**config.mk**
```make
export PLATFORM = sky130hd
export DESIGN_NAME = dram_input_phase_calibrator
export DESIGN_NICKNAME = d
export VERILOG_FILES = /design/src/rtl/dram_input_phase_calibrator.sv
export SDC_FILE = /design/constraint.sdc
export NUM_CORES = 1
export LEC_CHECK = 0
export ABC_CLOCK_PERIOD_IN_PS = 2800
export BUFFER_PORTS_ARGS = -buffer_cell sky130_fd_sc_hd__buf_2
export CAP_MARGIN = 30
export CORE_MARGIN = 4
export CORE_UTILIZATION = 51
export DETAILED_ROUTE_END_ITERATION = 10
export GPL_TIMING_DRIVEN = 0
export PLACE_DENSITY = 0.8
export SYNTH_ARGS = -nofsm -noshare
export SYNTH_HDL_FRONTEND = slang
export SYNTH_SLANG_ARGS = --single-unit
```
**constraint.sdc**
```tcl
create_clock -name i_int_clock -period 2.8 [get_ports i_int_clock]
set_input_delay 0.14 -clock i_int_clock [delete_from_list [all_inputs] [get_ports i_int_clock]]
set_output_delay 0.14 -clock i_int_clock [all_outputs]
set_load 0.05 [all_outputs]
```
**src/rtl/dram_input_phase_calibrator.sv**
```systemverilog
// Sweeps the DQ capture DCM phase one step at a time, finds the first passing test-read window
// and parks the phase at its centre. Optional step timeout: define PHASE_CAL_TIMEOUT_EN.
module dram_input_phase_calibrator #(
   parameter int unsigned MAX_STEPS     = 255,
   parameter int unsigned SETTLE_CYCLES = 4,
   parameter int unsigned PS_TIMEOUT    = 64
) (
   input  logic       i_int_clock,
   input  logic       i_int_reset,
   input  logic       i_cal_start,
   output logic [1:0] o_ps,
   input  logic       i_ps_done,
   output logic       o_test_req,
   input  logic       i_test_ack,
   input  logic       i_test_pass,
   output logic       o_cal_busy,
   output logic       o_cal_done,
   output logic       o_cal_error,
   output logic [7:0] o_cal_phase,
   output logic [7:0] o_cal_window
);

   localparam logic [7:0]  MaxPos     = 8'(MAX_STEPS);
   localparam logic [15:0] SettleLast = 16'((SETTLE_CYCLES > 0) ? SETTLE_CYCLES - 1 : 0);

   typedef enum logic [3:0] {
      StIdle,
      StSettle,
      StTest,
      StStepDir,
      StStepReq,
      StStepWaitLow,
      StStepWaitHigh,
      StStepRel,
      StReturn,
      StDone,
      StError
   } state_t;

   state_t      r_state;
   logic        r_ps_done_meta;
   logic        r_ps_done_s;
   logic [1:0]  r_ps;
   logic        r_test_req;
   logic        r_cal_busy;
   logic        r_cal_done;
   logic        r_cal_error;
   logic [7:0]  r_cal_phase;
   logic [7:0]  r_cal_window;
   logic [7:0]  r_pos;
   logic [7:0]  r_first;
   logic [7:0]  r_last;
   logic        r_found;
   logic        r_dir;
   logic        r_returning;
   logic [15:0] r_cnt;

   logic [8:0]  w_sum;
   logic [7:0]  w_target;
   logic [7:0]  w_window;

`ifdef PHASE_CAL_TIMEOUT_EN
   localparam logic [15:0] TimeoutLast = 16'((PS_TIMEOUT > 0) ? PS_TIMEOUT - 1 : 0);
   logic [15:0] r_to_cnt;
`else
   // PS_TIMEOUT only matters when the step timeout is compiled in
   logic w_unused_timeout;
   assign w_unused_timeout = (PS_TIMEOUT != 0);
`endif

   // ps_done comes from the 125 MHz domain
   always_ff @(posedge i_int_clock or negedge i_int_reset) begin
      if (!i_int_reset) begin
         r_ps_done_meta <= 1'b0;
         r_ps_done_s    <= 1'b0;
      end else begin
         r_ps_done_meta <= i_ps_done;
         r_ps_done_s    <= r_ps_done_meta;
      end
   end

   // Centre is computed in 9 bits so first + last cannot wrap before the halving
   assign w_sum    = {1'b0, r_first} + {1'b0, r_last};
   assign w_target = r_found ? w_sum[8:1] : 8'd0;
   assign w_window = r_found ? (r_last - r_first + 8'd1) : 8'd0;

   always_ff @(posedge i_int_clock or negedge i_int_reset) begin
      if (!i_int_reset) begin
         r_state      <= StIdle;
         r_ps         <= 2'b00;
         r_test_req   <= 1'b0;
         r_cal_busy   <= 1'b0;
         r_cal_done   <= 1'b0;
         r_cal_error  <= 1'b0;
         r_cal_phase  <= 8'd0;
         r_cal_window <= 8'd0;
         r_pos        <= 8'd0;
         r_first      <= 8'd0;
         r_last       <= 8'd0;
         r_found      <= 1'b0;
         r_dir        <= 1'b0;
         r_returning  <= 1'b0;
         r_cnt        <= 16'd0;
`ifdef PHASE_CAL_TIMEOUT_EN
         r_to_cnt     <= 16'd0;
`endif
      end else begin
         unique case (r_state)
            StIdle: begin
               if (i_cal_start) begin
                  r_cal_done  <= 1'b0;
                  r_cal_error <= 1'b0;
                  r_pos       <= 8'd0;
                  r_first     <= 8'd0;
                  r_last      <= 8'd0;
                  r_found     <= 1'b0;
                  r_cnt       <= 16'd0;
                  r_cal_busy  <= 1'b1;
                  r_state     <= StSettle;
               end
            end

            StSettle: begin
               if (r_cnt >= SettleLast) begin
                  r_cnt      <= 16'd0;
                  r_test_req <= 1'b1;
                  r_state    <= StTest;
               end else begin
                  r_cnt <= r_cnt + 16'd1;
               end
            end

            StTest: begin
               if (i_test_ack) begin
                  r_test_req <= 1'b0;
                  if (i_test_pass) begin
                     if (!r_found) begin
                        r_found <= 1'b1;
                        r_first <= r_pos;
                     end
                     r_last <= r_pos;
                  end
                  // A fail after a pass closes the window; the sweep also stops at MaxPos
                  if ((!i_test_pass && r_found) || (r_pos == MaxPos)) begin
                     r_state <= StReturn;
                  end else begin
                     r_dir       <= 1'b1;
                     r_returning <= 1'b0;
                     r_ps        <= 2'b10;
                     r_state     <= StStepDir;
                  end
               end
            end

            StStepDir: begin
               r_ps    <= {r_dir, 1'b1};
               r_state <= StStepReq;
            end

            StStepReq: begin
`ifdef PHASE_CAL_TIMEOUT_EN
               r_to_cnt <= 16'd0;
`endif
               r_state  <= StStepWaitLow;
            end

            StStepWaitLow: begin
               if (!r_ps_done_s) begin
                  r_state <= StStepWaitHigh;
`ifdef PHASE_CAL_TIMEOUT_EN
               end else if (r_to_cnt >= TimeoutLast) begin
                  r_ps        <= 2'b00;
                  r_cal_phase <= r_pos;
                  r_cal_error <= 1'b1;
                  r_cal_busy  <= 1'b0;
                  r_state     <= StIdle;
`endif
               end
`ifdef PHASE_CAL_TIMEOUT_EN
               r_to_cnt <= r_to_cnt + 16'd1;
`endif
            end

            StStepWaitHigh: begin
               if (r_ps_done_s) begin
                  r_ps    <= {r_dir, 1'b0};
                  r_state <= StStepRel;
`ifdef PHASE_CAL_TIMEOUT_EN
               end else if (r_to_cnt >= TimeoutLast) begin
                  r_ps        <= 2'b00;
                  r_cal_phase <= r_pos;
                  r_cal_error <= 1'b1;
                  r_cal_busy  <= 1'b0;
                  r_state     <= StIdle;
`endif
               end
`ifdef PHASE_CAL_TIMEOUT_EN
               r_to_cnt <= r_to_cnt + 16'd1;
`endif
            end

            StStepRel: begin
               r_ps  <= 2'b00;
               r_pos <= r_dir ? (r_pos + 8'd1) : (r_pos - 8'd1);
               if (r_returning) begin
                  r_state <= StReturn;
               end else begin
                  r_cnt   <= 16'd0;
                  r_state <= StSettle;
               end
            end

            StReturn: begin
               r_cal_window <= w_window;
               if (r_pos > w_target) begin
                  r_dir       <= 1'b0;
                  r_returning <= 1'b1;
                  r_ps        <= 2'b00;
                  r_state     <= StStepDir;
               end else begin
                  r_state <= r_found ? StDone : StError;
               end
            end

            StDone: begin
               r_cal_done  <= 1'b1;
               r_cal_phase <= r_pos;
               r_cal_busy  <= 1'b0;
               r_state     <= StIdle;
            end

            StError: begin
               r_cal_error <= 1'b1;
               r_cal_phase <= r_pos;
               r_cal_busy  <= 1'b0;
               r_state     <= StIdle;
            end

            default: begin
               r_ps       <= 2'b00;
               r_test_req <= 1'b0;
               r_cal_busy <= 1'b0;
               r_state    <= StIdle;
            end
         endcase
      end
   end

   assign o_ps         = r_ps;
   assign o_test_req   = r_test_req;
   assign o_cal_busy   = r_cal_busy;
   assign o_cal_done   = r_cal_done;
   assign o_cal_error  = r_cal_error;
   assign o_cal_phase  = r_cal_phase;
   assign o_cal_window = r_cal_window;

endmodule

```
==> flow_metrics.py <==
metrics = {
    "run_status": {
        "status": "complete, but fails checks",
        "violations": "setup timing",
    },
    "detailed_routing": {
        "via_per_inst": 5.80,
        "post_drt_wl_per_cell_um": 15.8,
        "routed-via-count": 3554,
        "drt.antenna.violating_nets": 0,
        "first_iter_violations": 179,
        "firstDrtPassIters": 5,
        "drc": 0,
        "drt-total-wl_mm": 9.66,
    },
    "logic_synthesis": {
        "synth.avg_cell_area_sq_um": 9.26,
        "synthArstFlopShare": 1.00,
        "synth_edf_count": 0,
        "yosysTopAreaCell": "dfrtp_1",
        "seq_area_frac_synth": 0.420,
        "synth_seq_cells": 71,
        "netlist_instances": 457,
        "synthFlopType": "dfrtp_1",
        "syn-cell-area_sq_mm": 0.00423,
        "netlist-cell-type-count": 53,
        "synth_warnings": 0,
        "synth_area_leaders": "dfrtp_1, ha_1, nand2_1",
        "synth_top_area_frac": 0.420,
        "synth_fp_nets": 502,
    },
    "sta": {
        "setup_slack_ns": -0.468,
        "finalCritPeriodShare": 1.17,
        "rsz0062_at_grt": "true",
        "setup_viol": 7,
        "clock_skew_ns": 0.0126,
        "slew_headroom": 0.418,
        "tns_ns": -2.68,
        "worst_pin_slew_ns": 0.873,
        "finalMaxSlewViolations": 0,
        "finalHoldViolCount": 0,
        "clock.fmax_mhz": 306,
        "period_needed_ns": 3.27,
    },
    "pwr": {
        "max-vdd-ir-drop_mv": 0.599,
        "power_leakage_nw": 2.31,
        "p_per_area_mw_per_mm2": 847,
    },
    "global_route": {
        "antenna_found_initial": 0,
        "grt.total_usage": 0.207,
        "grt_max_degree": 72,
        "grt_pass1_wl_mm": 16.7,
        "grt.overflow.total": 0,
        "grt_pass1_vias": 3570,
    },
    "critical_path": {
        "timing.rr.start": "r_first[1]$_DFFE_PN0P_",
        "slowest_delay_ns": 0.56,
        "path_max_fanout": 4,
        "r2r_setup_slack_ns": -0.47,
        "crit_path_end_kind": "flip-flop",
        "arrival_ns": 3.55,
        "cp_num_buf_inv": 0,
        "worstSetupStartpointType": "flip-flop",
        "r2r-end": "r_state[0]$_DFFE_PN0P_",
        "reg2regPathDepth": 14,
        "crit_family": "simple AND/OR/NAND/NOR gates",
        "critPathKind": "reg2reg",
        "worstPathCellList": "ha_4, nand2b_4, a221oi_2, or4_4, a21oi_4, xnor2_1, nand2_1, ha_4, nand4_1, nand2b_4, a21o_1, a211o_1, nand3_2, a31o_2",
        "crit_slowest_cell": "or4_4",
        "cp_num_cells": 14,
        "cp.required_ns": 3.08,
    },
    "die": {
        "dieArea_sq_mm": 0.00982,
        "core_area_sq_mm": 0.00789,
        "row_count": 32,
        "die_h_um": 99.1,
        "die_w_um": 99.1,
        "start_util": 0.536,
        "io_pins": 28,
    },
    "layout": {
        "areaGrowthSynthToFinish_pct": 17.4,
        "postLayoutCoreUtil": 0.630,
        "antennaDiodeCount": 0,
        "drive_gt1_frac": 0.192,
        "nets": 551,
    },
    "placement": {
        "portBuffers": 27,
        "pre_cts_slack_ns": -0.464,
        "gp_congestion": 0.945,
        "place_hpwl_mm": 6.61,
    },
    "clock_tree": {
        "cts.clk_slew.worst_paths_ns": 0.08,
        "cts_sinks": 71,
        "cts_buffers": 9,
        "cts_root_buf": "clkbuf_8",
        "cts_tree": "done",
        "insertion_delay_ns": 0.35,
        "htreeDepth": 3,
        "clockBufferDepth": 2,
    },
    "min_path": {
        "worstHoldStart": "i_cal_start",
        "hold_class": "in2reg",
        "hold_depth": 3,
        "whs_endpoint": "o_cal_busy$_DFFE_PN0P_",
    },
    "flow_run": {
        "cap_violations": 0,
    },
}
## worst max-delay path by stage
stage	from	to	slack, ns
after detailed placement	r_first[2]$_DFFE_PN0P_	o_ps[1]$_DFFE_PN0P_	-0.46
after CTS	r_last[0]$_DFFE_PN0P_	o_ps[1]$_DFFE_PN0P_	-0.32
after floorplan	r_first[0]$_DFFE_PN0P_	r_state[0]$_DFFE_PN0P_	-0.11
after global routing	r_first[1]$_DFFE_PN0P_	o_ps[1]$_DFFE_PN0P_	-0.64
final	r_first[1]$_DFFE_PN0P_	r_state[0]$_DFFE_PN0P_	-0.47
after global placement	r_last[0]$_DFFE_PN0P_	r_state[1]$_DFFE_PN0P_	-0.39
## what timing repair did
item | CTS | global route
endpoints found under the hold margin | 72 | 0
resized for setup | 10 | 13
endpoints found under the setup margin | 7 | 7
hold buffers | 2 | 0
setup buffers | 5 | 4
pin swaps | 6 | 10
## cells by family (layout without fill, tap and decap cells)
kind of cell,Yosys count,count (layout),share of synthesized area
AO/OA/AOI/OAI,127,127,0.187
XOR/XNOR,16,16,0.0331
adder cells (fa/ha/maj),39,39,0.121
buffers and inverters,41,95,0.0390
flip-flops,71,71,0.420
multiplexers,12,12,0.0311
AND/OR/NAND/NOR,151,151,0.169
## report_power, final
group          total, W  switching [W]  internal, W
Combinational   0.00184        0.00112     0.000714
Clock           0.00101       0.000416     0.000595
Sequential      0.00136       0.000189      0.00117
## placed cells by master (no fill, tap or decap), drive strengths merged, types with 2 or more instances in the layout
| master | count |
|---|---|
| o21ai | 44 |
| dfrtp | 71 |
| nor3b | 3 |
| or3 | 3 |
| a21o | 8 |
| or4 | 4 |
| clkinv | 2 |
| nand4 | 6 |
| nor4 | 4 |
| mux2 | 9 |
| and3 | 5 |
| mux2i | 3 |
| xnor2 | 11 |
| nor2 | 30 |
| o31ai | 3 |
| o22ai | 2 |
| bufinv | 3 |
| nor2b | 5 |
| a41oi | 3 |
| and2 | 2 |
| a21oi | 36 |
| nor3 | 2 |
| nand2 | 67 |
| ha | 36 |
| a211oi | 5 |
| xor2 | 5 |
| fa | 3 |
| o211ai | 3 |
| o21bai | 7 |
| a2bb2oi | 2 |
| a31oi | 6 |
| or2 | 2 |
| dlygate4sd3 | 2 |
| nand2b | 8 |
| clkbuf | 18 |
| inv | 28 |
| buf | 41 |
| nand3 | 7 |
## final cells by class
type                            instances  area (sq um)
Fill cell                             613          2920
Buffer                                 14          63.8
Tap cell                              102           128
Clock inverter                          7           120
Timing Repair Buffer                   38           225
Clock buffer                            9           124
Sequential cell                        71          1780
Multi-Input combinational cell        345          2430
Inverter                               27           101
## routing by layer
metal / track usage / up-vias / share of wire
met5: 0 / - / 0
met4: 0.0672 / 0 / 0.016
met3: 0.0382 / 19 / 0.055
met2: 0.351 / 116 / 0.49
met1: 0.266 / 1707 / 0.43
li1: - / 1712 / -
## state kept, by name (all words and copies together), names as in the netlist
signal,flops
r_ps_done_meta,1
r_found,1
o_ps,2
o_test_req,1
o_cal_done,1
r_first,8
r_ps_done_s,1
o_cal_window,8
r_cnt,16
o_cal_busy,1
r_pos,8
o_cal_error,1
o_cal_phase,8
r_dir,1
r_state,4
r_returning,1
r_last,8
## worst reg2reg max path: cells and delay by family (launching register included)
family	cells	cell delay, ns
xor gates and xnor gates	1	0.14
DFF	1	0.46
adders and majority gates	2	0.60
AOI/OAI and AO/OA	5	0.87
and+or+nand+nor	6	1.13
## per-stage QoR
| step | hold WS [ns] | power, W | std cells | instance area [sq um] |
|---|---|---|---|---|
| finish | 0.152 | 0.00421 | 613 | 4970 |
| global route | 0.141 | 0.00451 | 613 | 4970 |
| CTS | 0.134 | 0.00412 | 609 | 4860 |
| detailed placement | 0.252 | 0.00303 | 586 | 4520 |
| global placement | 0.250 | 0.00297 | 586 | 4520 |
| floorplan | -0.156 | 0.00264 | 457 | 4260 |
## synthesized netlist by cell type (all sizes together), types with 4 or more instances
cell	count
or4	4
o21ai	44
nor2	30
clkbuf	9
dfrtp	71
mux2	9
ha	36
a211oi	5
nor4	4
nand2b	8
xor2	5
and3	5
buf	5
nand2	67
nand4	6
a21oi	36
o21bai	7
inv	27
a21o	8
nand3	7
xnor2	11
a31oi	6
nor2b	5
No activity file was read; power rests on OpenSTA's default activity.
